==> src/rtl/mem_lsu_pkg.sv <==
// rtl/mem_lsu_pkg.sv - shared op codes, FSM states and lane helpers for the MEM-stage LSU
package mem_lsu_pkg;

  localparam logic [7:0] OP_NOP = 8'h00;
  localparam logic [7:0] OP_LB  = 8'hE0;
  localparam logic [7:0] OP_LH  = 8'hE1;
  localparam logic [7:0] OP_LW  = 8'hE3;
  localparam logic [7:0] OP_LBU = 8'hE4;
  localparam logic [7:0] OP_LHU = 8'hE5;
  localparam logic [7:0] OP_SB  = 8'hE8;
  localparam logic [7:0] OP_SH  = 8'hE9;
  localparam logic [7:0] OP_SW  = 8'hEB;

  typedef enum logic [1:0] {ST_IDLE, ST_WAIT, ST_DONE} lsu_state_e;

  function automatic logic is_load(input logic [7:0] op);
    return op inside {OP_LB, OP_LBU, OP_LH, OP_LHU, OP_LW};
  endfunction

  function automatic logic is_store(input logic [7:0] op);
    return op inside {OP_SB, OP_SH, OP_SW};
  endfunction

  function automatic logic misaligned(input logic [7:0] op, input logic [1:0] a);
    case (op)
      OP_LH, OP_LHU, OP_SH: return a[0];
      OP_LW, OP_SW:         return a != 2'b00;
      default:              return 1'b0;
    endcase
  endfunction

  function automatic logic [3:0] lane_sel(input logic [7:0] op, input logic [1:0] a);
    case (op)
      OP_LB, OP_LBU, OP_SB: return 4'b0001 << a;
      OP_LH, OP_LHU, OP_SH: return a[1] ? 4'b1100 : 4'b0011;
      default:              return 4'b1111;
    endcase
  endfunction

  // Narrow stores are replicated so every enabled lane carries the right bytes.
  function automatic logic [31:0] store_data(input logic [7:0] op, input logic [31:0] d);
    case (op)
      OP_SB:   return {4{d[7:0]}};
      OP_SH:   return {2{d[15:0]}};
      default: return d;
    endcase
  endfunction

endpackage

==> src/rtl/mem_load_align.sv <==
// rtl/mem_load_align.sv - little-endian lane pick plus sign/zero extension of load data
module mem_load_align
  import mem_lsu_pkg::*;
#(
  parameter int DATA_W = 32
) (
  input  logic [DATA_W-1:0] rdata,
  input  logic [1:0]        addr,
  input  logic [7:0]        aluop,
  output logic [DATA_W-1:0] ld_data
);

  logic [7:0]  byte_v;
  logic [15:0] half_v;

  always_comb begin
    byte_v  = rdata[{addr, 3'b000} +: 8];
    half_v  = addr[1] ? rdata[31:16] : rdata[15:0];
    ld_data = rdata;
    case (aluop)
      OP_LB:   ld_data = {{(DATA_W-8){byte_v[7]}}, byte_v};
      OP_LBU:  ld_data = {{(DATA_W-8){1'b0}}, byte_v};
      OP_LH:   ld_data = {{(DATA_W-16){half_v[15]}}, half_v};
      OP_LHU:  ld_data = {{(DATA_W-16){1'b0}}, half_v};
      default: ld_data = rdata;
    endcase
  end

endmodule

==> src/rtl/mem_lsu.sv <==
// rtl/mem_lsu.sv - MEM-stage load/store unit: req/ack bus transaction with pipeline hold
module mem_lsu
  import mem_lsu_pkg::*;
#(
  parameter int DATA_W  = 32,
  parameter int ADDR_W  = 32,
  parameter int REG_AW  = 5,
  parameter int TIMEOUT = 16
) (
  input  logic              clk,
  input  logic              rst,
  input  logic              stall,
  input  logic [DATA_W-1:0] mem_wdata,
  input  logic [REG_AW-1:0] mem_waddr,
  input  logic              mem_we,
  input  logic [7:0]        mem_aluop,
  input  logic [ADDR_W-1:0] mem_addr,
  input  logic [DATA_W-1:0] mem_sdata,
  output logic [DATA_W-1:0] wb_wdata,
  output logic [REG_AW-1:0] wb_waddr,
  output logic              wb_we,
  output logic              stall_req,
  output logic              mem_err,
  output logic              bus_req,
  output logic              bus_we,
  output logic [ADDR_W-1:0] bus_addr,
  output logic [3:0]        bus_sel,
  output logic [DATA_W-1:0] bus_wdata,
  input  logic [DATA_W-1:0] bus_rdata,
  input  logic              bus_ack
);

  localparam int CNT_W = (TIMEOUT > 1) ? $clog2(TIMEOUT) : 1;

  lsu_state_e        state, state_nxt;
  logic [CNT_W-1:0]  cnt;
  logic [DATA_W-1:0] wdata_q, ld_data;
  logic [REG_AW-1:0] waddr_q;
  logic              we_q, err_q;
  logic              is_mem, bad_align, start, timed_out;

  assign is_mem    = is_load(mem_aluop) | is_store(mem_aluop);
  assign bad_align = is_mem & misaligned(mem_aluop, mem_addr[1:0]);
  assign start     = (state == ST_IDLE) && is_mem && !bad_align;
  // Ack wins over a timeout landing in the same cycle.
  assign timed_out = (TIMEOUT != 0) && (state == ST_WAIT) && !bus_ack &&
                     (cnt == CNT_W'(TIMEOUT - 1));

  mem_load_align #(.DATA_W(DATA_W)) u_align (
    .rdata   (bus_rdata),
    .addr    (mem_addr[1:0]),
    .aluop   (mem_aluop),
    .ld_data (ld_data)
  );

  always_ff @(posedge clk) begin
    if (rst) begin
      state     <= ST_IDLE;
      cnt       <= '0;
      bus_req   <= 1'b0;
      bus_we    <= 1'b0;
      bus_addr  <= '0;
      bus_sel   <= '0;
      bus_wdata <= '0;
      wdata_q   <= '0;
      waddr_q   <= '0;
      we_q      <= 1'b0;
      err_q     <= 1'b0;
    end else begin
      state <= state_nxt;
      err_q <= 1'b0;
      case (state)
        ST_IDLE: begin
          cnt <= '0;
          if (start) begin
            bus_req   <= 1'b1;
            bus_we    <= is_store(mem_aluop);
            bus_addr  <= {mem_addr[ADDR_W-1:2], 2'b00};
            bus_sel   <= lane_sel(mem_aluop, mem_addr[1:0]);
            bus_wdata <= store_data(mem_aluop, mem_sdata);
            waddr_q   <= mem_waddr;
            we_q      <= is_load(mem_aluop) & mem_we;
          end
        end
        ST_WAIT: begin
          cnt <= cnt + 1'b1;
          if (bus_ack) begin
            bus_req <= 1'b0;
            wdata_q <= ld_data;
          end else if (timed_out) begin
            bus_req <= 1'b0;
            we_q    <= 1'b0;
            err_q   <= 1'b1;
          end
        end
        default: cnt <= '0;
      endcase
    end
  end

  always_comb begin
    state_nxt = state;
    stall_req = 1'b0;
    mem_err   = err_q;
    wb_wdata  = mem_wdata;
    wb_waddr  = mem_waddr;
    wb_we     = mem_we;
    case (state)
      ST_IDLE: begin
        if (bad_align) begin
          mem_err = 1'b1;
          wb_we   = 1'b0;
        end else if (is_mem) begin
          stall_req = 1'b1;
          wb_we     = 1'b0;
          state_nxt = ST_WAIT;
        end
      end
      ST_WAIT: begin
        stall_req = 1'b1;
        wb_we     = 1'b0;
        if (bus_ack || timed_out) state_nxt = ST_DONE;
      end
      ST_DONE: begin
        wb_wdata = wdata_q;
        wb_waddr = waddr_q;
        wb_we    = we_q;
        if (!stall) state_nxt = ST_IDLE;
      end
      default: state_nxt = ST_IDLE;
    endcase
    // Outputs read as zero for as long as reset is held.
    if (rst) begin
      state_nxt = ST_IDLE;
      stall_req = 1'b0;
      mem_err   = 1'b0;
      wb_wdata  = '0;
      wb_waddr  = '0;
      wb_we     = 1'b0;
    end
  end

endmodule
==> config.mk <==
export PLATFORM = sky130hd
export DESIGN_NAME = mem_lsu
export DESIGN_NICKNAME = d
export VERILOG_FILES = /design/src/rtl/mem_lsu_pkg.sv /design/src/rtl/mem_load_align.sv /design/src/rtl/mem_lsu.sv
export SDC_FILE = /design/constraint.sdc
export NUM_CORES = 1
export LEC_CHECK = 0
export CORE_MARGIN = 3
export CORE_UTILIZATION = 46
export CTS_CLUSTER_SIZE = 30
export DETAILED_ROUTE_END_ITERATION = 8
export GPL_TIMING_DRIVEN = 1
export PLACE_DENSITY = 0.95
export SKIP_CTS_REPAIR_TIMING = 1
export SLEW_MARGIN = 40
export SYNTH_ARGS = -nofsm -noshare
export SYNTH_HDL_FRONTEND = slang
export SYNTH_SLANG_ARGS = --single-unit
==> constraint.sdc <==
create_clock -name clk -period 3.7 [get_ports clk]
set_input_delay 0.37 -clock clk [delete_from_list [all_inputs] [get_ports clk]]
set_output_delay 0.37 -clock clk [all_outputs]
set_load 0.02 [all_outputs]
; Word level (Yosys, flattened, before mapping)
; Cells that the tools add are included.
[word_totals]
in_bits = 146
out_inout_bits = 110
word_cells = 93
regBits = 113
[classes]
eq_ne = 19
reduce_logical = 22
add_sub_neg = 1
n_bitwise = 4
n_shift = 2
n_mux = 34
[ops]
columns = op, n
row1 = $pmux W32 S4, 1
row2 = $eq A8 B8 Y1 const B, 8
row3 = $mux W32, 2
row4 = $pmux W32 S2, 1
row5 = $shiftx A32 B6 Y8, 1
row6 = $mux W16, 1
row7 = $mux W1, 15
row8 = $ne A2 B2 Y1 const B, 6
row9 = $mux W5, 2
row10 = $reduce_or A3 Y1, 3
row11 = $mux W2, 4
row12 = $pmux W1 S2, 4
row13 = $pmux W4 S2, 1
row14 = $reduce_and A4 Y1, 2
row15 = $pmux W2 S3, 1
row16 = $reduce_bool A5 Y1, 1
row17 = $add A4 B1 Y4 const B, 1
row18 = $eq A4 B4 Y1 const B, 1
row19 = $logic_and A1 B1 Y1, 4
row20 = $mux W4, 1
row21 = $reduce_and A2 Y1, 2
row22 = $reduce_bool A2 Y1, 2
row23 = $reduce_or A2 Y1, 2
row24 = $shl A1 B2 Y4 const A, 1
row25 = other kinds (13), 15

; Logic depth before layout (Yosys ltp)
; Gate-level depths: netlist of run 1.
[logic_depth]
depth_word = 8
mapped_depth = 7
depth_no_buf = 5

; Hierarchy
; From an unflattened synthesis of run 1, not the netlist that was laid out.
[hier_totals]
hier_cells = 776
area_unflattened_um2 = 5900.7
[by_module_without_submodules]
columns = module, n_inst, seq_area_each_um2, area_per_inst_um2, cells_per_inst
row1 = mem_lsu, 1, 2262.2, 5283.8, 685
row2 = mem_load_align, 1, 0.0, 616.8, 91

; Least setup slack after synthesis of run 1
; Ideal clock, no wire load.
[synth_path]
path_type = input-to-output
start = in mem_aluop[4]
end = out stall_req
t_arrival_ps = 1843
path_slack_ps = 1487
t_required_ps = 3330
cell_stages = 7
n_path_buf = 3
path_cell_list = and4b_1 -> buf_2 -> and4_1 -> buf_2 -> buf_2 -> a21oi_1 -> nor3_1
[synth_between]
elab_chain_len = 7
[synth_lines]
columns = item, line
row1 = "start, declared", mem_lsu.sv:16  ; input logic [7:0] mem_aluop,
row2 = $eq A8 B8 Y1 (on tied branches), "mem_lsu_pkg.sv:17, mem_lsu_pkg.sv:25, mem_lsu_pkg.sv:21"
row3 = "$reduce_or A3 Y1, or another cell as far along", mem_lsu_pkg.sv:25  ; case (op)
row4 = $pmux W1 S2 / $or A1 B1 Y1 (equally long branches), "mem_lsu_pkg.sv:25, mem_lsu.sv:42"
row5 = $and A1 B1 Y1 / $mux W1 (equally long branches), "mem_lsu.sv:43, mem_lsu.sv:113"
row6 = $mux W1 (*), mem_lsu.sv:110  ; if (bad_align) begin
row7 = $pmux W1 S2 (*), mem_lsu.sv:108  ; case (state)
row8 = $mux W1 (*), mem_lsu.sv:133  ; if (rst) begin
row9 = "end, declared", mem_lsu.sv:22  ; output logic stall_req,
; Mark *: on every way between the ends. The rest lies on a longest branch, timed or not.

; Worst setup path in the final report of run 1
[layout_path]
start = in mem_aluop[3]
end = out stall_req
; Same word-level chain as after synthesis.

==> impl_metrics.json, run 1 <==
{
  "power.total_mw": 3.38,
  "diodes": 0,
  "clk_pin_slew_ps": 60,
  "ys_ff_latch": 113,
  "reg2reg_from": "state[0]",
  "io_buffers": 253,
  "antenna_found_initial": 0,
  "grt_pass1_vias": 6601,
  "fin_tns_setup_ps": 0,
  "netlist_instances": 772,
  "die_x_um": 119,
  "ant_nets": 0,
  "tritoncts": "done",
  "min_path_type": "reg -> reg",
  "synth-async-reset-ratio_pct": 0,
  "grt_pass1_wl_mm": 34.1,
  "drc": 0,
  "hold_viol_final": 0,
  "max-slew-margin-rel_pct": 47.2,
  "via_count": 6822,
  "cts-root-buf": "clkbuf_16",
  "status": "complete, no violations",
  "placementRows": 40,
  "pre_cts_ws_ps": 786,
  "io_pins": 256,
  "die-area_um2": 14100,
  "dp_hpwl_mm": 14.8,
  "core_um2": 12200,
  "crit_path_top_delay_cell": "clkdlybuf4s50_1",
  "htreeDepth": 4,
  "vias_per_cell": 5.89,
  "start_util_pct": 47.9,
  "grt_overflow": 0,
  "clock_skew_ps": 5.19,
  "syn_area_per_cell_um2": 7.57,
  "worst_pin_slew_ps": 780,
  "finalSetupViolations": 0,
  "synth-main-ff-cell": "dfxtp_1",
  "endpoint_kind": "output pin",
  "worstHoldPathCells": 2,
  "crit_fanout": 9,
  "required_ps": 3330,
  "final_util_pct": 73.4,
  "gp_congestion": 0.888,
  "finalNetCount": 1125,
  "finalCritPeriodShare_pct": 78.8,
  "p_leak_nw": 3.18,
  "ys_seq_area_share_pct": 38.7,
  "crit_path_frequent_cell": "clkdlybuf4s50_1",
  "cts_buffers": 17,
  "multiInputGateArea_um2": 3230,
  "hold_start": "wdata_q[13]",
  "fillers": 936,
  "crit_arrival_ps": 2550,
  "final_layout_size_suffix_gt1_share_pct": 6.66,
  "max_freq_mhz": 343,
  "seq_area_um2": 2260,
  "wl_per_cell_um": 18.3,
  "ir_worst_vdd_v": 0.000502,
  "worstSetupStartpoint": "mem_aluop[3]",
  "max-cap-violations": 0,
  "syn_to_final_growth_pct": 53.4,
  "crit_type": "in -> out",
  "synth-edff-count": 0,
  "grt_usage_pct": 29.4,
  "wl_mm": 21.2,
  "ys_types": 57,
  "grt_max_degree": 75,
  "cts_sinks": 113,
  "grt_setup_unrepaired": "false",
  "drv_slew": 0,
  "layout_setup_ws_ps": 783,
  "crit_chain": "clkdlybuf4s50_1, o21ai_0, and4_2, a21oi_1, nor3_1, clkdlybuf4s50_1",
  "power.density_nw_per_um2": 377,
  "die_height_um": 119,
  "synthesis.area_um2": 5840,
  "yosys_warnings": 0,
  "max_stage_delay_ps": 680,
  "first_iter_violations": 778,
  "drt_pass1_iterations": 5,
  "rr_worst_depth": 5,
  "period_minus_slack_ps": 2920,
  "start_kind": "primary input",
  "cts_max_path_buffers": 2,
  "clock_latency_ps": 400
}
## layout by cell type (no fill, tap or decap), types with 10 or more instances in the layout
| cell type | n |
|---|---|
| a211oi_1 | 10 |
| a21oi_1 | 139 |
| a311oi_1 | 12 |
| buf_4 | 17 |
| clkbuf_16 | 17 |
| clkdlybuf4s50_1 | 252 |
| dfxtp_1 | 113 |
| mux2i_1 | 26 |
| nand2_1 | 126 |
| nand3_1 | 58 |
| nor2_1 | 13 |
| nor3_1 | 13 |
| o21ai_0 | 83 |
## cells in the mapped netlist (2+ instances only)
cell type / instances / area [um^2]
a211o_1: 5 / 43.8
a211oi_1: 10 / 75.1
a21oi_1: 139 / 696
a311oi_1: 12 / 105
a31oi_1: 3 / 18.8
and3_1: 2 / 12.5
buf_1: 13 / 48.8
buf_2: 22 / 110
buf_4: 2 / 15.0
buf_6: 2 / 22.5
clkbuf_1: 43 / 161
dfxtp_1: 113 / 2260
inv_1: 2 / 7.51
mux2i_1: 26 / 260
nand2_1: 126 / 473
nand2b_1: 8 / 50.1
nand3_1: 58 / 290
nand3b_1: 3 / 22.5
nand4_1: 8 / 50.1
nand4b_1: 2 / 17.5
nor2_1: 13 / 48.8
nor2b_1: 3 / 18.8
nor3_1: 13 / 65.1
nor4_1: 2 / 12.5
o2111ai_1: 8 / 70.1
o21a_1: 2 / 15.0
o21ai_0: 83 / 415
o221a_2: 6 / 67.6
o221ai_1: 5 / 43.8
o311ai_0: 7 / 61.3
o31ai_1: 3 / 22.5
or2_2: 2 / 12.5
or3_1: 2 / 12.5
## flip-flops by register name, summed over array words and instances, names as in the netlist
register	count
bus_sel	4
bus_we	1
err_q	1
waddr_q	5
state	2
we_q	1
bus_wdata	32
cnt	4
wdata_q	32
bus_req	1
bus_addr	30
## worst max-delay path: cells and delay by family
kind	cells	cell delay [ps]
compound gates	2	440
buf+inv	2	1200
simple gates	2	540
## report_power, final
part	switching [mW]	internal, mW
combinational	0.242	0.248
clock	0.577	1.08
sequential	0.00776	1.23
## path summary, 6_finish.rpt
| path | end | slack (ps) |
|---|---|---|
| min reg2reg | wdata_q[13] | 460 |
| max reg2reg | bus_wdata[16] | 1490 |
| min | wdata_q[13] | 460 |
| max | stall_req | 780 |
## per-stage QoR
step / cells / hold slack [ps] / area, um^2
global route: 1159 / 491 / 8960
detailed placement: 1127 / 448 / 8360
finish: 1159 / 460 / 8960
CTS: 1159 / 460 / 8960
global placement: 1127 / 433 / 8360
floorplan: 773 / 418 / 5850
## per-layer routing
layer / track usage, % / routed length (um) / vias up / part of all wire (%)
met5: 0 / 0 / - / 0
met4: 14.3 / 905 / 0 / 4.3
met3: 5.50 / 1580 / 61 / 7.5
met2: 47.7 / 9940 / 356 / 47
met1: 37.4 / 8790 / 3184 / 41
li1: - / - / 3221 / -
## final cells by class
cell class              instances  area share [%]
clock buffers                  19            4.94
clock inverters                13            1.81
inverters                       2          0.0838
repair buffers                269            29.6
flip-flops and latches        113            25.2
multi-input cells             575            36.0
well taps                     168            2.35
## cells by family (layout without fill, tap and decap cells)
family,count (synthesis),in the layout,share of synthesized area (%)
muxes,28,28,5.03
AOI/OAI and AO/OA,292,292,29.7
other,1,2,0.0642
xor gates and xnor gates,2,2,0.300
adders and majority gates,1,1,0.214
DFF,113,113,38.7
and+or+nand+nor,250,250,19.7
buffers and inverters,85,303,6.34
Note: power is estimated with default switching activity, not from simulation.
==> inputs of run 2 (changes only) <==
--- a/config.mk
+++ b/config.mk
@@ -6,11 +6,11 @@
 export NUM_CORES = 1
 export LEC_CHECK = 0
 export CORE_MARGIN = 3
-export CORE_UTILIZATION = 46
+export CORE_UTILIZATION = 43
 export CTS_CLUSTER_SIZE = 30
 export DETAILED_ROUTE_END_ITERATION = 8
 export GPL_TIMING_DRIVEN = 1
-export PLACE_DENSITY = 0.95
+export PLACE_DENSITY = 0.91
 export SKIP_CTS_REPAIR_TIMING = 1
 export SLEW_MARGIN = 40
 export SYNTH_ARGS = -nofsm -noshare
==> constraint.sdc (replaced) <==
create_clock -name clk -period 2.8 [get_ports clk]
set_input_delay 0.28 -clock clk [delete_from_list [all_inputs] [get_ports clk]]
set_output_delay 0.28 -clock clk [all_outputs]
set_load 0.02 [all_outputs]
==> run 2 against run 1 <==
Sequential share of layout area is 0.29 points lower. Register-to-register slack got worse by 840 ps. Hold slack lost 33 ps. Cell count increased by 1.1%. Total power increased by 31%. Routed wire length fell by 0.28%. Flip-flop and latch count unchanged. First-iteration DRC count is 1.9% higher. Setup slack lost 630 ps. Utilization shrank 3.2 points. Sequential power rose by 32%. Global-route usage is 2.0 points lower.
==> impl_metrics.json, run 2 (synthesis gave the netlist of run 1 again) <==
{
  "crit_path_frequent_cell": "clkdlybuf4s50_1",
  "crit_chain": "clkdlybuf4s50_1, or2_2, o22ai_4, a21oi_1, nor2_1, clkdlybuf4s50_1",
  "worst_pin_slew_ps": 795,
  "htreeDepth": 4,
  "cts-root-buf": "clkbuf_16",
  "ir_worst_vdd_v": 0.000381,
  "post_dp_cell_area_um2": 8470,
  "min_to": "bus_addr[8]",
  "p_leak_nw": 3.25,
  "fin_tns_setup_ps": 0,
  "crit_family": "buffers and inverters",
  "grt_pass1_wl_mm": 33.0,
  "gp_congestion": 0.965,
  "grt_usage_pct": 27.3,
  "finalNetCount": 1134,
  "first_iter_violations": 793,
  "core_um2": 12900,
  "drv_slew": 0,
  "tritoncts": "done",
  "cts_max_path_buffers": 2,
  "power.density_nw_per_um2": 490,
  "max_stage_delay_ps": 630,
  "rr_worst_depth": 5,
  "ant_nets": 0,
  "diodes": 0,
  "crit_path_top_delay_cell": "clkdlybuf4s50_1",
  "crit_arrival_ps": 2370,
  "grtUsageMet1_pct": 35.1,
  "final_area_um2": 9070,
  "grt_overflow": 0,
  "finalCritPeriodShare_pct": 94.5,
  "io_buffers": 253,
  "die_x_um": 123,
  "hold_viol_final": 0,
  "busiest_layer": "met2",
  "endpoint_kind": "output pin",
  "top_regs": "bus_wdata x32, wdata_q x32, bus_addr x30",
  "crit_type": "in -> out",
  "hold_start": "mem_addr[8]",
  "use_met2_pct": 42.9,
  "period_minus_slack_ps": 2650,
  "start_util_pct": 45.2,
  "die_height_um": 123,
  "crit_fanout": 12,
  "vias_per_cell": 5.80,
  "gr-usage-met3_pct": 8.57,
  "clock_skew_ps": 6.46,
  "syn_to_final_growth_pct": 55.2,
  "die-area_um2": 15000,
  "clk_pin_slew_ps": 50,
  "placementRows": 41,
  "wl_per_cell_um": 18.1,
  "reg2reg_from": "state[0]",
  "layout_commonest_cell": "clkdlybuf4s50_1",
  "grt_max_degree": 73,
  "drt_pass1_iterations": 6,
  "timing.critical_path.buf_inv": 2,
  "grt_pass1_vias": 6416,
  "max_freq_mhz": 378,
  "status": "complete, no violations",
  "finalSetupViolations": 0,
  "drc": 0,
  "rrSetupSlack_ps": 650,
  "layout_common_cells": "clkdlybuf4s50_1 (251), a21oi_1 (139), nand2_1 (126)",
  "dp_hpwl_mm": 14.8,
  "cts_sinks": 113,
  "via_count": 6799,
  "final_layout_size_suffix_gt1_share_pct": 7.50,
  "min_path_type": "in -> reg",
  "start_kind": "primary input",
  "worstHoldPathCells": 3,
  "grt_setup_unrepaired": "false",
  "io_pins": 256,
  "required_ps": 2520,
  "max-slew-margin-rel_pct": 47.0,
  "r2r-end": "bus_wdata[16]",
  "max-cap-violations": 0,
  "antenna_found_initial": 0,
  "wl_mm": 21.2,
  "cts_buffers": 17,
  "clock_latency_ps": 410
}
-- run 2: cell types whose count changed in the layout (fill, tap and decap cells not counted), sizes merged --
cell,previous run,this run
buf,17,26
clkinv,7,3
clkbuf,19,22
clkdlybuf4s50,252,251
clkinvlp,3,4
dlymetal6s2s,0,1
-- run 2: power breakdown --
group          leakage [nW]  total (mW)  internal, mW  switching, mW
combinational          2.06       0.658         0.334          0.324
sequential            0.912        1.64          1.63         0.0102
clock                 0.276        2.14          1.41          0.729
total                  3.25        4.44          3.38           1.06
-- run 2: layout make-up --
type                    instances  area [um^2]
clock buffers                  22          454
clock inverters                10          135
fillers                       988         3860
inverters                       2         7.51
multi-input cells             575         3240
flip-flops and latches        113         2260
well taps                     172          215
repair buffers                278         2760
-- run 2: worst max path at each step --
stage                  from             to  slack, ps  cells after the start
2_1_floorplan  mem_aluop[4]      stall_req        770                      7
3_3_place_gp   mem_aluop[1]      stall_req        190                      6
3_5_place_dp   mem_aluop[1]  bus_wdata[20]        100                      7
4_1_cts            state[1]    wb_wdata[3]         50                      5
5_1_grt        mem_aluop[1]        mem_err         50                      6
6_report       mem_aluop[1]        mem_err        150                      6
-- run 2: worst min-delay path, stage by stage --
cell	delay, ps
clkdlybuf4s50_1	390
nand3_1	60
a21oi_1	50
-- run 2: metrics by stage --
step | total power [mW] | cells | util [%] | hold WS (ps) | setup slack (ps)
after detailed placement | 2.32 | 1140 | 65.5 | 440 | 103
after floorplan | 1.95 | 773 | - | 359 | 767
after global placement | 2.31 | 1140 | 65.5 | 435 | 187
final | 4.44 | 1172 | 70.2 | 427 | 155
after CTS | 4.45 | 1172 | 70.1 | 419 | 49.7
after global routing | 4.58 | 1172 | 70.2 | 437 | 49.2
-- run 2: metal layers --
metal	vias to the layer above	wire (um)
met5	-	0
met4	0	621
met3	49	2020
met2	353	10100
met1	3169	8450
li1	3228	-
==> inputs of run 3 (changes only) <==
--- a/config.mk
+++ b/config.mk
@@ -9,6 +9,7 @@
 export CORE_UTILIZATION = 43
 export CTS_CLUSTER_SIZE = 30
 export DETAILED_ROUTE_END_ITERATION = 8
+export GPL_ROUTABILITY_DRIVEN = 0
 export GPL_TIMING_DRIVEN = 1
 export PLACE_DENSITY = 0.91
 export SKIP_CTS_REPAIR_TIMING = 1
==> run 3 against run 2 <==
First-iteration DRC count increased by 1.6%. Clock skew rose by 0.86 ps. Maximum frequency is 2.9% lower. Utilization fell by 0.30 points. Sequential share of layout area increased by 0.093 points. Flip-flop and latch count did not move. Design area decreased by 0.43%. Clock-buffer cell count down 1. Critical path depth is the same. Register-to-register slack improved by 40 ps. Clock power barely moved. Cell count unchanged. Highest routed layer unchanged.
==> impl_metrics.json, run 3 (synthesis gave the netlist of run 1 again) <==
{
  "layout_commonest_cell": "clkdlybuf4s50_1",
  "dp_hpwl_mm": 14.6,
  "worstHoldPathCells": 3,
  "wl_mm": 21.4,
  "grt_usage_pct": 27.5,
  "period_minus_slack_ps": 2720,
  "clock_latency_ps": 420,
  "io_buffers": 253,
  "max_stage_delay_ps": 720,
  "io_pins": 256,
  "die_height_um": 123,
  "cts-root-buf": "clkbuf_16",
  "clkPwrFrac_pct": 48.0,
  "finalSetupViolations": 0,
  "tritoncts": "done",
  "grt_pass1_vias": 6343,
  "fin_tns_setup_ps": 0,
  "first_iter_violations": 806,
  "final_area_um2": 9030,
  "finalNetCount": 1135,
  "antenna_found_initial": 0,
  "p_leak_nw": 3.23,
  "stdcell_count": 1172,
  "start_kind": "primary input",
  "drt_pass1_iterations": 5,
  "p_int_mw": 3.33,
  "drv_slew": 0,
  "top_regs": "bus_wdata x32, wdata_q x32, bus_addr x30",
  "clk_pin_slew_ps": 50,
  "crit_arrival_ps": 2440,
  "comb_power_share_pct": 14.9,
  "worst_pin_slew_ps": 804,
  "min_path_type": "in -> reg",
  "syn_to_final_growth_pct": 54.5,
  "vias_per_cell": 5.84,
  "grt_max_degree": 75,
  "htreeDepth": 4,
  "timing.critical_path.buf_inv": 2,
  "max_freq_mhz": 367,
  "die_x_um": 123,
  "ant_nets": 0,
  "core_um2": 12900,
  "status": "complete, no violations",
  "clock_skew_ps": 7.32,
  "cts_max_path_buffers": 2,
  "layout_common_cells": "clkdlybuf4s50_1 (252), a21oi_1 (139), nand2_1 (126)",
  "r2r-end": "bus_wdata[18]",
  "via_count": 6846,
  "grt_setup_unrepaired": "false",
  "crit_path_frequent_cell": "clkdlybuf4s50_1",
  "crit_fanout": 12,
  "reg2reg_from": "state[0]",
  "layout_setup_ws_ps": 75.8,
  "ir_worst_vdd_v": 0.000369,
  "power.density_nw_per_um2": 490,
  "pre_cts_ws_ps": 80.5,
  "post_dp_cell_area_um2": 8450,
  "start_util_pct": 45.2,
  "finalCritPeriodShare_pct": 97.3,
  "cts_buffers": 17,
  "swShare_pct": 24.8,
  "die-area_um2": 15000,
  "rr_worst_depth": 5,
  "placementRows": 41,
  "min_to": "bus_addr[24]",
  "max-cap-violations": 0,
  "dp_cells": 1141,
  "max-slew-margin-rel_pct": 46.3,
  "grt_overflow": 0,
  "endpoint_kind": "output pin",
  "required_ps": 2520,
  "final_layout_size_suffix_gt1_share_pct": 7.60,
  "cts_sinks": 113,
  "grt_pass1_wl_mm": 32.8,
  "hold_start": "mem_addr[24]",
  "crit_path_top_delay_cell": "clkdlybuf4s50_1",
  "crit_family": "buffers and inverters",
  "crit_type": "in -> out",
  "crit_chain": "clkdlybuf4s50_1, or2_2, o22a_2, a21oi_1, nor3_1, clkdlybuf4s50_1",
  "p_seq_share_pct": 37.0,
  "diodes": 0,
  "drc": 0,
  "wl_per_cell_um": 18.3,
  "rrSetupSlack_ps": 690,
  "netSwitchingPower_mw": 1.10,
  "hold_viol_final": 0
}
[run 3: changes by cell type in the layout (fill, tap and decap cells not counted), moves of 2 or more]
cell        previous run  this run
buf_12                 3         1
clkbuf_1               4         1
clkbuf_8               1         3
clkinv_2               3         5
clkinvlp_4             4         2
buf_4                 23        26
[run 3: cell type report]
cell class,instances,area [um^2]
clock inverter,10,109
inverter,2,7.51
timing repair buffer,279,2740
multi-input combinational,575,3230
sequential,113,2260
fill,1018,3890
clock buffer,21,470
tap,172,215
[run 3: worst max path at each step]
stage,from,endpoint,cells after the start
floorplan,mem_aluop[4],stall_req,7
global placement,mem_aluop[1],stall_req,6
finish,mem_aluop[1],stall_req,6
CTS,mem_aluop[1],stall_req,6
global route,mem_aluop[1],stall_req,6
detailed placement,mem_aluop[1],stall_req,6
[run 3: routing by layer]
metal,wire length [um],vias up,GRT usage (%),part of all wire [%]
li1,-,3233,-,-
met1,8430,3187,34.9,39
met2,10300,381,43.6,48
met3,2210,45,9.86,10
met4,500,0,9.10,2.3
met5,0,-,0,0
[run 3: worst min-delay path, cell delays in order]
cell and delay (ps):
clkdlybuf4s50_1 400, nand3_1 60, a21oi_1 50
[run 3: metrics by stage]
step | hold WS (ps) | total power [mW] | util, %
after floorplan | 359 | 1.95 | -
after global placement | 435 | 2.31 | 65.4
after detailed placement | 439 | 2.32 | 65.4
after CTS | 414 | 4.43 | 69.9
after global routing | 422 | 4.55 | 69.9
final | 422 | 4.43 | 69.9
[run 3: power groups by stage]
stage / Clock [mW] / Combinational [mW] / Sequential [mW]
after global routing: 2.21 / 0.700 / 1.64
after CTS: 2.14 / 0.652 / 1.64
final: 2.13 / 0.661 / 1.64
after global placement: 0 / 0.638 / 1.67
after floorplan: 0 / 0.260 / 1.69
after detailed placement: 0 / 0.645 / 1.67
